<file path="src/rtl/bellatrix_clint_pkg.sv">
// bellatrix_clint_pkg: CLINT register offsets, reset values, bus FSM states and byte-merge helper
package bellatrix_clint_pkg;
  localparam logic [31:0] CLINT_MSIP        = 32'h00;
  localparam logic [31:0] CLINT_MTIMECMP_LO = 32'h08;
  localparam logic [31:0] CLINT_MTIMECMP_HI = 32'h0C;
  localparam logic [31:0] CLINT_MTIME_LO    = 32'h10;
  localparam logic [31:0] CLINT_MTIME_HI    = 32'h14;
  localparam logic [63:0] MTIMECMP_RST      = 64'hFFFF_FFFF_FFFF_FFFF;
  typedef enum logic [1:0] {WB_IDLE, WB_ACK, WB_ERR} wb_state_t;
  function automatic logic [31:0] merge_bytes(input logic [31:0] old, input logic [31:0] dat, input logic [3:0] sel);
    logic [31:0] r;
    for (int i = 0; i < 4; i++) r[8*i +: 8] = sel[i] ? dat[8*i +: 8] : old[8*i +: 8];
    return r;
  endfunction
endpackage

</file>
<file path="src/rtl/bellatrix_clint_tick.sv">
// bellatrix_clint_tick: free-running prescaler emitting one tick every TICK_DIV cycles
module bellatrix_clint_tick #(
  parameter int TICK_DIV = 1
) (
  input  logic clk,
  input  logic rst,
  output logic tick
);
  logic [31:0] cnt;
  assign tick = cnt == 32'(TICK_DIV - 1);
  always_ff @(posedge clk) begin
    if (rst) cnt <= '0;
    else cnt <= tick ? '0 : cnt + 32'd1;
  end
endmodule

</file>
<file path="src/rtl/bellatrix_clint.sv">
// bellatrix_clint: Wishbone classic core-local interruptor with mtime, mtimecmp and msip
module bellatrix_clint
  import bellatrix_clint_pkg::*;
#(
  parameter logic [31:0] BASE_ADDR = 32'h0200_0000,
  parameter int          WIN_WIDTH = 5,
  parameter int          TICK_DIV  = 1
) (
  input  logic        clk,
  input  logic        rst,
  input  logic [31:0] wbs_addr,
  input  logic [31:0] wbs_dat_w,
  input  logic [3:0]  wbs_sel,
  input  logic        wbs_cyc,
  input  logic        wbs_stb,
  input  logic        wbs_we,
  input  logic [2:0]  wbs_cti,
  input  logic [1:0]  wbs_bte,
  output logic [31:0] wbs_dat_r,
  output logic        wbs_ack,
  output logic        wbs_err,
  output logic        timer_interrupt,
  output logic        software_interrupt
);
  wb_state_t   state, state_nxt;
  logic [63:0] mtime, mtimecmp, mtime_inc, mtime_nxt, mtimecmp_nxt;
  logic [31:0] off, rdata;
  logic        tick, hit, mapped, req, wr, msip, msip_nxt, unused;
  bellatrix_clint_tick #(.TICK_DIV(TICK_DIV)) u_tick (.clk(clk), .rst(rst), .tick(tick));
  assign unused    = ^{wbs_cti, wbs_bte};
  assign off       = {{(32 - WIN_WIDTH){1'b0}}, wbs_addr[WIN_WIDTH-1:0]};
  assign hit       = wbs_addr[31:WIN_WIDTH] == BASE_ADDR[31:WIN_WIDTH];
  assign mapped    = off inside {CLINT_MSIP, CLINT_MTIMECMP_LO, CLINT_MTIMECMP_HI, CLINT_MTIME_LO, CLINT_MTIME_HI};
  assign wbs_ack   = state == WB_ACK;
  assign wbs_err   = state == WB_ERR;
  assign req       = wbs_cyc & wbs_stb & hit & ~(wbs_ack | wbs_err);
  assign wr        = req & wbs_we & mapped;
  assign mtime_inc = mtime + {63'd0, tick};
  always_comb begin
    state_nxt    = req ? (mapped ? WB_ACK : WB_ERR) : WB_IDLE;
    rdata        = off == CLINT_MSIP        ? {31'd0, msip}    :
                   off == CLINT_MTIMECMP_LO ? mtimecmp[31:0]   :
                   off == CLINT_MTIMECMP_HI ? mtimecmp[63:32]  :
                   off == CLINT_MTIME_LO    ? mtime[31:0]      :
                   off == CLINT_MTIME_HI    ? mtime[63:32]     : 32'd0;
    msip_nxt     = (wr && off == CLINT_MSIP && wbs_sel[0]) ? wbs_dat_w[0] : msip;
    mtime_nxt    = {(wr && off == CLINT_MTIME_HI) ? merge_bytes(mtime_inc[63:32], wbs_dat_w, wbs_sel) : mtime_inc[63:32],
                    (wr && off == CLINT_MTIME_LO) ? merge_bytes(mtime_inc[31:0], wbs_dat_w, wbs_sel) : mtime_inc[31:0]};
    mtimecmp_nxt = {(wr && off == CLINT_MTIMECMP_HI) ? merge_bytes(mtimecmp[63:32], wbs_dat_w, wbs_sel) : mtimecmp[63:32],
                    (wr && off == CLINT_MTIMECMP_LO) ? merge_bytes(mtimecmp[31:0], wbs_dat_w, wbs_sel) : mtimecmp[31:0]};
  end
  always_ff @(posedge clk) begin
    if (rst) begin
      state              <= WB_IDLE;
      wbs_dat_r          <= '0;
      mtime              <= '0;
      mtimecmp           <= MTIMECMP_RST;
      msip               <= 1'b0;
      timer_interrupt    <= 1'b0;
      software_interrupt <= 1'b0;
    end else begin
      state              <= state_nxt;
      wbs_dat_r          <= (req & mapped & ~wbs_we) ? rdata : '0;
      mtime              <= mtime_nxt;
      mtimecmp           <= mtimecmp_nxt;
      msip               <= msip_nxt;
      timer_interrupt    <= mtime >= mtimecmp;
      software_interrupt <= msip;
    end
  end
endmodule

</file>
<file path="config.mk">
export PLATFORM = sky130hd
export DESIGN_NAME = bellatrix_clint
export DESIGN_NICKNAME = d
export VERILOG_FILES = /design/src/rtl/bellatrix_clint_pkg.sv /design/src/rtl/bellatrix_clint_tick.sv /design/src/rtl/bellatrix_clint.sv
export SDC_FILE = /design/constraint.sdc
export NUM_CORES = 1
export LEC_CHECK = 0
export CORE_MARGIN = 10
export CORE_UTILIZATION = 50
export DETAILED_ROUTE_END_ITERATION = 16
export GPL_TIMING_DRIVEN = 0
export MAX_ROUTING_LAYER = met4
export PLACE_DENSITY = 0.81
export SLEW_MARGIN = 15
export SYNTH_ARGS = -nofsm -noshare
export SYNTH_HDL_FRONTEND = slang
export SYNTH_SLANG_ARGS = --single-unit
</file>
<file path="constraint.sdc">
create_clock -name clk -period 2.8 [get_ports clk]
set_clock_uncertainty 0.1 [all_clocks]
set_input_delay 0.42 -clock clk [delete_from_list [all_inputs] [get_ports clk]]
set_output_delay 0.42 -clock clk [all_outputs]
set_load 0.02 [all_outputs]
</file>
### After elaboration in Yosys (flattened, before gate mapping)

Index checks and enable logic that the tools add are counted.

| operators by class | value |
|---|---|
| add/subtract/negate cells | 2 |
| order comparisons | 1 |
| eq/ne operators | 7 |
| multiplexer cells | 16 |
| bitwise gates (word level) | 12 |
| reduce and logical (&&, ||, !) cells | 21 |

Operators by type and width:

| operator | number |
|---|---|
| 32-bit two-way mux | 6 |
| 64-bit by 1-bit adder with 64-bit output | 1 |
| 64-bit greater-or-equal comparator | 1 |
| 32-bit zero test | 2 |
| 8-bit two-way mux | 8 |
| 32-bit by 1-bit adder with 32-bit output, second input constant | 1 |
| 27-bit by 21-bit == test with 1-bit output, second input constant | 1 |
| 2-bit AND reduction | 8 |
| 5-bit by 4-bit == test with 1-bit output, second input constant | 2 |
| 5-bit == test, second input constant | 2 |
| 1-bit AND | 7 |
| 1-bit logical AND | 6 |
| 2-bit OR reduction | 3 |
| 5-bit nonzero test | 1 |
| 1-bit inverter | 4 |
| 3-bit OR reduction | 1 |
| 2-bit by 1-bit == test with 1-bit output, second input constant | 1 |
| 2-bit == test, second input constant | 1 |
| 2-bit two-way mux | 1 |
| 1-bit two-way mux | 1 |
| 1-bit OR | 1 |

| storage, ports and cells | value |
|---|---|
| flip-flop bits (word level) | 197 |
| input bits | 78 |
| logic and storage cells | 75 |

### Longest topological paths before layout

| depth | value |
|---|---|
| depth after elaboration | 8 |
| depth in mapped cells | 14 |
| depth with buffers taken out | 13 |

### Modules after synthesis

From an unflattened synthesis, not the netlist that was laid out.

| unflattened totals | value |
|---|---|
| cell total of the unflattened synthesis | 1272 |
| area total of the unflattened synthesis | 10891.7 um^2 |

By module, submodules not included:

| module | instances | cells an instance | area each (um^2) | seq. area each (um^2) |
|---|---|---|---|---|
| bellatrix_clint | 1 | 1087 | 9308.9 | 3303.2 |
| bellatrix_clint_tick | 1 | 185 | 1582.8 | 640.6 |

### Least setup slack after synthesis

Ideal clock, no wire load.

| path | value |
|---|---|
| path type | flip-flop to flip-flop |
| start point | register u_tick.cnt[0] |
| end point | register mtime[54] |
| setup time | 117 ps |
| arrival | 2835 ps |
| required time | 2583 ps |
| setup slack | -252 ps |
| cell stages (with the launch flop) | 15 |
| clock period less this slack | 3052 ps |
| cell sequence | dfxtp_1 inv_1 ha_1 nor4b_1 nand4_1 nor2_1 ha_1 ha_1 nand3_1 or3_4 nor4_4 buf_6 nand4_1 xnor2_1 a22o_1 |

| between the ends | value |
|---|---|
| word-level cells in the longest chain between the ends | 4 |

Ends and longest elaborated chain:

| item | line | text |
|---|---|---|
| start, declared | bellatrix_clint_tick.sv:9 | `logic [31:0] cnt;` |
| start signal, assigned | bellatrix_clint_tick.sv:13 | `else cnt <= tick ? '0 : cnt + 32'd1;` |
| 32-bit zero test (*) | bellatrix_clint_tick.sv:10 | `assign tick = cnt == 32'(TICK_DIV - 1);` |
| 64-bit by 1-bit adder with 64-bit output (*) | bellatrix_clint.sv:38 | `assign mtime_inc = mtime + {63'd0, tick};` |
| 8-bit two-way mux | bellatrix_clint_pkg.sv:12 | `for (int i = 0; i < 4; i++) r[8*i +: 8] = sel[i] ? dat[8*i +: 8] : old[8*i +: 8];` |
| 32-bit two-way mux (*) | bellatrix_clint.sv:47 | `mtime_nxt = {(wr && off == CLINT_MTIME_HI) ? merge_bytes(mtime_inc[63:32], wbs_dat_w, wbs_sel) : mtime_inc[63: ...` |
| end signal, assigned | bellatrix_clint.sv:64 | `mtime <= mtime_nxt;` |
| end, declared | bellatrix_clint.sv:26 | `logic [63:0] mtime, mtimecmp, mtime_inc, mtime_nxt, mtimecmp_nxt;` |

Every way passes the cells marked *; elsewhere a longest branch is shown, timed or not.
A chain may end at the register's enable or synchronous reset.

### Worst setup path in the final report

| path | value |
|---|---|
| start point | register u_tick.cnt[1] |
| end point | register mtime[31] |

| between the ends | value |
|---|---|
| word-level cells in the longest chain between the ends | 4 |

Ends and longest elaborated chain:

| item | line | text |
|---|---|---|
| 32-bit zero test (*) | bellatrix_clint_tick.sv:10 |  |
| 64-bit by 1-bit adder with 64-bit output (*) | bellatrix_clint.sv:38 |  |
| 8-bit two-way mux | bellatrix_clint_pkg.sv:12 |  |
| 32-bit two-way mux (*) | bellatrix_clint.sv:48 | `(wr && off == CLINT_MTIME_LO) ? merge_bytes(mtime_inc[31:0], wbs_dat_w, wbs_sel) : mtime_inc[31:0]};` |

Marked as above.

==> flow_results.xml <==
<?xml version="1.0" encoding="UTF-8"?>
<metrics>
  <group name="outcome">
    <metric name="run_status" unit="">finished with violations</metric>
    <metric name="failed_checks" unit="">setup timing</metric>
  </group>
  <group name="finish">
    <metric name="post_synthesis_to_final_layout_area_growth" unit="%">26.1</metric>
    <metric name="layout_cells_sized_above_1" unit="%">11.1</metric>
    <metric name="num-nets-final" unit="">1533</metric>
    <metric name="n_fill_cell" unit="">1628</metric>
    <metric name="final-instance-count-excl-fill" unit="">1668</metric>
    <metric name="antenna_diodes" unit="">0</metric>
  </group>
  <group name="clock_tree">
    <metric name="path_clk_slew" unit="ns">0.08</metric>
    <metric name="tritoncts_num_sinks" unit="">197</metric>
    <metric name="clockRootBuffer" unit="">clkbuf_16</metric>
    <metric name="cts_inserted_buffers" unit="">17</metric>
    <metric name="cts_hold_repair.buffers" unit="">0</metric>
    <metric name="cts_tree" unit="">done</metric>
    <metric name="ctsHtreeMaxLevel" unit="">4</metric>
    <metric name="clk_latency" unit="ns">0.45</metric>
    <metric name="cts.path.max_buffers" unit="">2</metric>
  </group>
  <group name="run">
    <metric name="maxCapViolCount" unit="">0</metric>
  </group>
  <group name="worst_setup_path">
    <metric name="crit_required" unit="ns">3.05</metric>
    <metric name="critical_path_peak_fanout" unit="">7</metric>
    <metric name="cp.arrival" unit="ns">3.43</metric>
    <metric name="max_stage_delay" unit="ns">0.34</metric>
    <metric name="timing.critical_path.cells" unit="">inv_2, ha_4, nor4b_4, nand4_1, nor2_2, ha_2, buf_4, and4_4, nor3b_4, and4_1, buf_6, nand4_1, xor2_1, a211oi_1</metric>
    <metric name="worst_setup_start_kind" unit="">flop</metric>
    <metric name="critical_path.slowest_cell" unit="">nor3b_4</metric>
    <metric name="worst-setup-path-type" unit="">reg2reg</metric>
    <metric name="critical_path.endpoint_type" unit="">flop</metric>
    <metric name="crit_top_cell" unit="">nand4_1</metric>
  </group>
  <group name="timing">
    <metric name="layout_worst_path_cycle_share" unit="%">113</metric>
    <metric name="fin_tns_setup" unit="ns">-8.03</metric>
    <metric name="max_slew.worst_pin.slew" unit="ns">1.07</metric>
    <metric name="layout_min_cycle_time" unit="ns">3.18</metric>
    <metric name="max_freq" unit="MHz">315</metric>
    <metric name="final_max_slew_viol_count" unit="">0</metric>
    <metric name="report.final.hold_viol_count" unit="">0</metric>
    <metric name="final_critical_path_setup_slack" unit="ns">-0.377</metric>
    <metric name="final-setup-viol-count" unit="">46</metric>
    <metric name="rsz0062_at_grt" unit="">yes</metric>
    <metric name="slew-limit-headroom" unit="%">28.7</metric>
  </group>
  <group name="power_and_ir_drop">
    <metric name="power_density_cells" unit="mW/mm^2">425</metric>
    <metric name="worst_ir_drop_vdd" unit="mV">0.331</metric>
    <metric name="power.leakage" unit="uW">0.00572</metric>
    <metric name="power.total" unit="uW">5610</metric>
  </group>
  <group name="floorplanning">
    <metric name="die_y" unit="um">165</metric>
    <metric name="floorplan.core_area" unit="mm^2">0.0204</metric>
    <metric name="floorplan.die_area" unit="mm^2">0.0272</metric>
    <metric name="design.portCount" unit="">114</metric>
    <metric name="dieWidth" unit="um">165</metric>
    <metric name="start_util" unit="%">51.3</metric>
    <metric name="rows" unit="">52</metric>
  </group>
  <group name="global_route">
    <metric name="grt_use_total" unit="%">24.0</metric>
    <metric name="via_count_of_the_first_global_routing_pass" unit="">9472</metric>
    <metric name="grt_pass1_wl" unit="mm">50.8</metric>
    <metric name="globalRoute.totalOverflow" unit="">0</metric>
    <metric name="antenna_found_initial" unit="">0</metric>
    <metric name="grt_max_degree" unit="">22</metric>
  </group>
  <group name="synthesis">
    <metric name="ys_seq_area_share" unit="%">37.6</metric>
    <metric name="synth_edf_count" unit="">0</metric>
    <metric name="post_synth_most_frequent_cells" unit="">dfxtp_1, nor2_1, nand2_1</metric>
    <metric name="synth_top_area_cell" unit="">dfxtp_1</metric>
    <metric name="synth.distinct_cells" unit="">58</metric>
    <metric name="syn-mean-instance-area" unit="um^2">8.55</metric>
    <metric name="ys_top_cells_by_area" unit="">dfxtp_1, ha_1, nor2_1, xor2_1, nand2_1</metric>
    <metric name="postSynth.topFlopCell" unit="">dfxtp_1</metric>
    <metric name="synth.net_count" unit="">1374</metric>
    <metric name="synthesis.yosys.warnings" unit="">0</metric>
    <metric name="synth_top_area_share" unit="%">37.6</metric>
    <metric name="register_bit_total_from_synthesis" unit="">197</metric>
    <metric name="async_sr_flop_fraction" unit="%">0</metric>
    <metric name="synth_most_common_cell" unit="">dfxtp_1</metric>
    <metric name="postSynthCellCount" unit="">1226</metric>
    <metric name="mappedNetlistArea" unit="mm^2">0.0105</metric>
  </group>
  <group name="place">
    <metric name="port_buffers" unit="">108</metric>
    <metric name="hpwl" unit="mm">23.5</metric>
    <metric name="place_inst" unit="">1604</metric>
    <metric name="place_congestion" unit="">0.973</metric>
  </group>
  <group name="drt">
    <metric name="drt-total-wl" unit="mm">33.4</metric>
    <metric name="ant_nets" unit="">0</metric>
    <metric name="drt_pass1_iterations" unit="">6</metric>
    <metric name="remaining_drc_errors" unit="">0</metric>
    <metric name="avgRoutedWirePerCell" unit="um">20.1</metric>
    <metric name="violation_count_after_the_first_detailed_route_iteration" unit="">1140</metric>
    <metric name="via_density_per_instance" unit="">6.20</metric>
    <metric name="via_count" unit="">10300</metric>
  </group>
  <group name="worst_hold_path">
    <metric name="worstHoldPathType" unit="">reg2reg</metric>
  </group>
</metrics>
## sequential cells by signal (all words and copies together), names as in the netlist
name / flops
mtime: 64
mtimecmp: 64
u_tick.cnt: 32
wbs_dat_r: 32
state: 2
msip: 1
software_interrupt: 1
timer_interrupt: 1
## layer usage
layer  share of wire, %  vias to the layer above  GRT usage (%)  routed length (um)
li1                   -                     4739              -                   -
met1                 41                     4873           30.9               13600
met2                 45                      614           36.0               15000
met3                 11                      114           6.12                3640
met4                3.5                        0           7.81                1170
met5                  0                        -              -                   0
## path summary, 6_finish.rpt
path / start / endpoint / slack [ns] / cells past startpoint
max: u_tick.cnt[1]$_SDFF_PP0_ / mtime[31]$_SDFF_PP0_ / -0.38 / 14
min: mtimecmp[30]$_SDFFE_PP1P_ / mtimecmp[30]$_SDFFE_PP1P_ / 0.40 / 2
max reg2reg: u_tick.cnt[1]$_SDFF_PP0_ / mtime[31]$_SDFF_PP0_ / -0.38 / 14
min reg2reg: mtimecmp[30]$_SDFFE_PP1P_ / mtimecmp[30]$_SDFFE_PP1P_ / 0.40 / 2
## cells by family (layout without fill, tap and decap cells)
group           Yosys count  count (layout)  synth area share, %
xor+xnor                 91              91                 7.60
simple gates            475             475                 22.9
flops                   197             197                 37.6
fa+ha+maj                70              70                 8.36
mux                      20              20                 1.92
buf+inv                 141             313                 5.53
compound gates          232             232                 16.1
## layout make-up
type	count	area, um^2	share of cell area, %
buffer	64	309	2.34
clock buffer	17	425	3.22
clock inverter	15	181	1.37
inverter	77	289	2.19
multi-input combinational	888	6340	48.0
sequential	197	3950	29.8
tap	270	338	2.56
timing repair buffer	140	1390	10.5
## worst max-delay path, delay by kind of cell (launching register included)
family | cells | cell delay, ns
adders and majority gates | 2 | 0.34
xor gates and xnor gates | 1 | 0.21
and+or+nand+nor | 7 | 1.56
buffers and inverters | 3 | 0.33
AOI/OAI and AO/OA | 1 | 0.21
DFF | 1 | 0.33
## metrics by stage
| stage | hold slack, ns | setup slack [ns] | instance area, um^2 | util [%] |
|---|---|---|---|---|
| final | 0.397 | -0.377 | 13200 | 64.7 |
| after floorplan | 0.341 | 0.00233 | 10500 | - |
| after detailed placement | 0.374 | -0.845 | 11900 | 58.3 |
| after global routing | 0.412 | -0.490 | 13200 | 64.7 |
| after CTS | 0.393 | -0.371 | 12900 | 63.1 |
| after global placement | 0.356 | -0.759 | 11900 | 58.3 |
## placed cells by master, fill, tap and decap left out, types with 17 or more instances in the layout
cell type	n
clkdlybuf4s50_1	108
nand4_1	41
a21oi_1	26
xor2_1	52
clkbuf_16	17
nor2_1	162
nor3_1	21
xnor2_1	38
nand2_1	100
ha_1	67
a31oi_1	17
o211ai_1	29
mux2i_1	19
dfxtp_1	195
buf_4	22
a22oi_1	31
and3_1	17
inv_1	75
nand3_1	36
a221oi_1	32
clkbuf_1	39
a211oi_1	40
## timing repair
item / in CTS / in global routing
endpoints found under the setup margin: 154 / 148
resized for setup: 34 / 61
pin swaps: 17 / 53
gates cloned: 1 / 0
endpoints found under the hold margin: 0 / 0
setup buffers: 20 / 13
## where the power goes
part / total (uW) / leakage (uW) / internal, uW / switching [uW]
clock: 2490 / 0.000293 / 1210 / 1280
sequential: 2810 / 0.00159 / 2800 / 6.76
combinational: 316 / 0.00384 / 138 / 178
No activity file was read; power rests on OpenSTA's default activity.
==> patch 1, RTL diff (same settings) <==
The output `software_interrupt` loses its register stage (`software_interrupt` becomes a continuous assignment).
--- a/src/rtl/bellatrix_clint.sv
+++ b/src/rtl/bellatrix_clint.sv
@@ -57,7 +57,6 @@
       mtimecmp           <= MTIMECMP_RST;
       msip               <= 1'b0;
       timer_interrupt    <= 1'b0;
-      software_interrupt <= 1'b0;
     end else begin
       state              <= state_nxt;
       wbs_dat_r          <= (req & mapped & ~wbs_we) ? rdata : '0;
@@ -65,8 +64,9 @@
       mtimecmp           <= mtimecmp_nxt;
       msip               <= msip_nxt;
       timer_interrupt    <= mtime >= mtimecmp;
-      software_interrupt <= msip;
     end
   end
+
+  assign software_interrupt = msip;
 endmodule
 
Function: changed (Yosys sat finds a counterexample within 4 cycles, from zero or initial values and one cycle with rst high).
==> patch 1 against the unedited design <==
  * The flow still finishes with violations (setup timing)
  * Highest routed layer unchanged
  * Sequential power hardly changed
  * Worst setup slack better by 370 ps
  * Area after synthesis is 2.3% higher
  * Cell area is 1.3% higher
  * Non-clock buffer count is 29 lower
  * Wire length is 2.7% higher
  * Sequential cell count is 1 lower
  * Final cell count is 0.72% higher
  * Total power is 1.9% lower
==> patch 1: results (changes against the unedited design) <==
Status
  • Outcome: complete, but fails checks (unchanged)
  • Failing checks: setup timing (unchanged)

STA
  • Final setup viols: 4 (was 46)
  • Setup TNS: -27.6 ps (was -8030 ps)
  • WHS: 378 ps (was 397 ps)
  • Final worst slack: -11.1 ps (was -377 ps)
  • Actual slew at the worst max-slew pin: 1090 ps (was 1070 ps)

Placement
  • Routability cong.: 0.995 (was 0.973)
  • DP HPWL: 24.6 mm (was 23.5 mm)
  • Dpl ws: -622 ps (was -845 ps)
  • Placed Cells: 1630 (was 1604)
  • Port-buffer cells: 106 (was 108)
  • Placed inst area: 0.0121 sq mm (was 0.0119 sq mm)

Yosys
  • Synth cell types: 63 (was 58)
  • Post-Synth Adder-Cell Area: 8.17% (was 8.36%)
  • Post-synth top cells: dfxtp_1, nor2_1, nand2_1, mux2i_1, inv_1 (was dfxtp_1, nor2_1, nand2_1, inv_1, ha_1)
  • Compound-Gate Fraction of Synth Area: 11.3% (was 16.1%)
  • Largest cells by area after synthesis: dfxtp_1, mux2i_1, ha_1 (was dfxtp_1, ha_1, nor2_1)
  • XOR/XNOR share of the synthesized area: 7.11% (was 7.60%)
  • Synth Net Count: 1396 (was 1374)
  • Mux contribution to synthesized area: 9.99% (was 1.92%)
  • Seq/Total Area, Yosys: 36.6% (was 37.6%)
  • Synth Area per Inst: 8.59 sq um (was 8.55 sq um)

Detailed routing
  • Via Count: 10100 (was 10300)
  • Vias per cell: 6.03 (was 6.20)
  • Initial drt markers: 1089 (was 1140)
  • Wirelength, routed: 34.4 mm (was 33.4 mm)

Clock tree
  • Post-CTS sizing: 48 (was 34)
  • Htree depth: 4 (unchanged)
  • Post-CTS setup buffers: 14 (was 20)

Finish
  • Post-route cell area: 0.0134 sq mm (was 0.0132 sq mm)
  • Fin nets: 1540 (was 1533)
  • Share of layout cells above drive strength 1: 10.5% (was 11.1%)
  • Antenna cells: 0 (unchanged)

Setup path
  • Flop-to-flop setup slack: -10 ps (was -380 ps)
  • Crit-path max FO: 6 (was 7)
  • Critical Path AT: 3010 ps (was 3430 ps)

Global route
  • Largest net degree at the start of global routing: 19 (was 22)
  • Vias in the first global route: 9933 (was 9472)
  • First-pass GRT wire length: 53.1 mm (was 50.8 mm)
  • GRT Util Overall: 24.2% (was 24.0%)

Pwr
  • Leak Pwr: 5.91 nW (was 5.72 nW)
  • Max VDD drop: 0.000414 V (was 0.000331 V)
[patch 1: kinds of logic after synthesis]
kind of cell             after synthesis
AO/OA/AOI/OAI                        171
XOR/XNOR                              87
adder cells (fa/ha/maj)               70
buffers and inverters                137
flip-flops                           196
multiplexers                         107
AND/OR/NAND/NOR                      480
[patch 1: power by group]
part	total (W)	switching [W]	internal, W
logic	0.000326	0.000181	0.000145
registers	0.00280	0.00000855	0.00279
clock network	0.00238	0.00120	0.00119
total	0.00550	0.00139	0.00412
[patch 1: cell type report]
type,count,area [sq um]
fillers,1713,7690
multi-input cells,915,6770
flip-flops and latches,196,3930
repair buffers,125,1230
clock buffers,18,439
well taps,275,344
inverters,87,327
plain buffers,50,238
clock inverters,14,121
[patch 1: routing by layer]
layer,global-route usage (%),share of wire (%),up-vias
met5,-,0,-
met4,11.0,4.5,0
met3,4.59,8.8,121
met2,38.1,47,521
met1,29.5,40,4754
li1,-,-,4733
[patch 1: final timing paths]
path                                  start                         to  cells after the start
setup / recovery   u_tick.cnt[0]$_SDFF_PP0_       mtime[28]$_SDFF_PP0_                     15
hold / removal    mtimecmp[40]$_SDFFE_PP1P_  mtimecmp[40]$_SDFFE_PP1P_                      2
setup reg to reg   u_tick.cnt[0]$_SDFF_PP0_       mtime[28]$_SDFF_PP0_                     15
hold reg to reg   mtimecmp[40]$_SDFFE_PP1P_  mtimecmp[40]$_SDFFE_PP1P_                      2
[patch 1: worst max-delay path: stages, from the launching register on]
cell and delay (ps):
dfxtp_2 330, inv_2 60, ha_4 120, nor4b_4 180, nand4_1 170, nor2_2 190
ha_4 180, buf_6 110, ha_4 140, and3_4 200, nand4_1 110, buf_6 190
or2_4 250, nor2_4 110, xnor2_1 140, a211oi_2 90
==> patch 2, RTL diff (config.mk and constraints unchanged) <==
Without the edit above. Set the parameter `WIN_WIDTH` to 10 (it was 5).
--- a/src/rtl/bellatrix_clint.sv
+++ b/src/rtl/bellatrix_clint.sv
@@ -3,7 +3,7 @@
   import bellatrix_clint_pkg::*;
 #(
   parameter logic [31:0] BASE_ADDR = 32'h0200_0000,
-  parameter int          WIN_WIDTH = 5,
+  parameter int          WIN_WIDTH = 10,
   parameter int          TICK_DIV  = 1
 ) (
   input  logic        clk,
Behaviour: not the same (a bounded check fails within 4 cycles, from zero or initial values and one cycle with rst high).
==> patch 2 against the unedited design <==
  * The flow still finishes with violations (setup timing)
  * Critical endpoint is now mtime[44]$_SDFF_PP0_
  * Largest power group unchanged
  * Total power down 2.5%
  * Cell area rose by 2.9%
  * Sequential cell count stayed put
  * Critical path depth unchanged
  * Worst setup slack better by 11 ps
  * Highest routed layer unchanged
  * Die area rose by 0.81%
  * Global-route usage up 2.5 points
  * Wire length increased by 9.9%
  * Area after synthesis is 0.93% higher
==> patch 2: results (changes against the unedited design) <==
Status
  • Outcome: complete, but fails checks (unchanged)
  • Failing checks: setup timing (unchanged)

Yosys
  • XOR/XNOR share of the synthesized area: 7.12% (was 7.60%)
  • Synth Net Count: 1404 (was 1374)
  • Largest cells by area after synthesis: dfxtp_1, ha_1, xnor2_1 (was dfxtp_1, ha_1, nor2_1)
  • Synth Area per Inst: 8.42 sq um (was 8.55 sq um)
  • Mux contribution to synthesized area: 2.18% (was 1.92%)
  • Post-Synth Adder-Cell Area: 8.28% (was 8.36%)
  • Synth cell types: 55 (was 58)
  • Seq/Total Area, Yosys: 37.3% (was 37.6%)
  • Post-synth top cells: dfxtp_1, nand2_1, nor2_1, inv_1, ha_1 (was dfxtp_1, nor2_1, nand2_1, inv_1, ha_1)

Detailed routing
  • Met1 WL: 13.7 mm (was 13.6 mm)
  • Wirelength, routed: 36.8 mm (was 33.4 mm)
  • Initial drt markers: 1228 (was 1140)
  • Met2 Wirelength: 17.2 mm (was 15.0 mm)
  • Routed length on met3: 3.90 mm (was 3.64 mm)
  • Via Count: 10700 (was 10300)
  • DRT Pass-1 Iters: 9 (was 6)

Global route
  • Largest net degree at the start of global routing: 18 (was 22)
  • Grt met2 use: 42.4% (was 36.0%)
  • Met1 usage: 30.2% (was 30.9%)
  • Met3 Track Usage GR: 6.89% (was 6.12%)
  • First-pass GRT wire length: 55.4 mm (was 50.8 mm)

Pwr
  • Leak Pwr: 6.09 nW (was 5.72 nW)
  • Clock Power: 0.00242 W (was 0.00249 W)
  • Sw frac: 24.1% (was 26.1%)
  • Max VDD drop: 0.000406 V (was 0.000331 V)

STA
  • Final worst slack: -365 ps (was -377 ps)
  • Setup TNS: -7940 ps (was -8030 ps)
  • Final setup viols: 44 (was 46)

Placement
  • Placed Cells: 1639 (was 1604)
  • Routability cong.: 0.962 (was 0.973)
  • Port-buffer cells: 107 (was 108)

Finish
  • # fillers: 1662 (was 1628)

Clock tree
  • Post-CTS sizing: 71 (was 34)

Hold path
  • Hold Crit Start: mtimecmp[17]$_SDFFE_PP1P_ (was mtimecmp[30]$_SDFFE_PP1P_)

Setup path
  • Worst r2r src: u_tick.cnt[9]$_SDFF_PP0_ (was u_tick.cnt[1]$_SDFF_PP0_)
  • Crit path max-delay cell type: dfxtp_4 (was nor3b_4)
## patch 2: logic make-up (layout without fill, tap and decap cells)
family | after synthesis | count (layout)
xor+xnor | 86 | 86
flops | 197 | 197
buf+inv | 163 | 338
compound gates | 240 | 240
fa+ha+maj | 70 | 70
mux | 23 | 23
simple gates | 477 | 477
## patch 2: cell type report
type	count	area (sq um)	share of cell area [%]
multi-input combinational	896	6600	48.5
sequential	197	3960	29.1
timing repair buffer	150	1450	10.7
clock buffer	18	429	3.15
buffer	64	364	2.68
inverter	93	349	2.57
tap	275	344	2.53
clock inverter	13	123	0.901
## patch 2: worst min-delay path by stage
stage	to	slack, ps	cells past startpoint
floorplan	u_tick.cnt[0]$_SDFF_PP0_	330	1
global placement	u_tick.cnt[0]$_SDFF_PP0_	340	1
detailed placement	u_tick.cnt[0]$_SDFF_PP0_	350	1
CTS	mtimecmp[17]$_SDFFE_PP1P_	390	2
global route	software_interrupt$_SDFF_PP0_	410	1
finish	mtimecmp[17]$_SDFFE_PP1P_	400	2
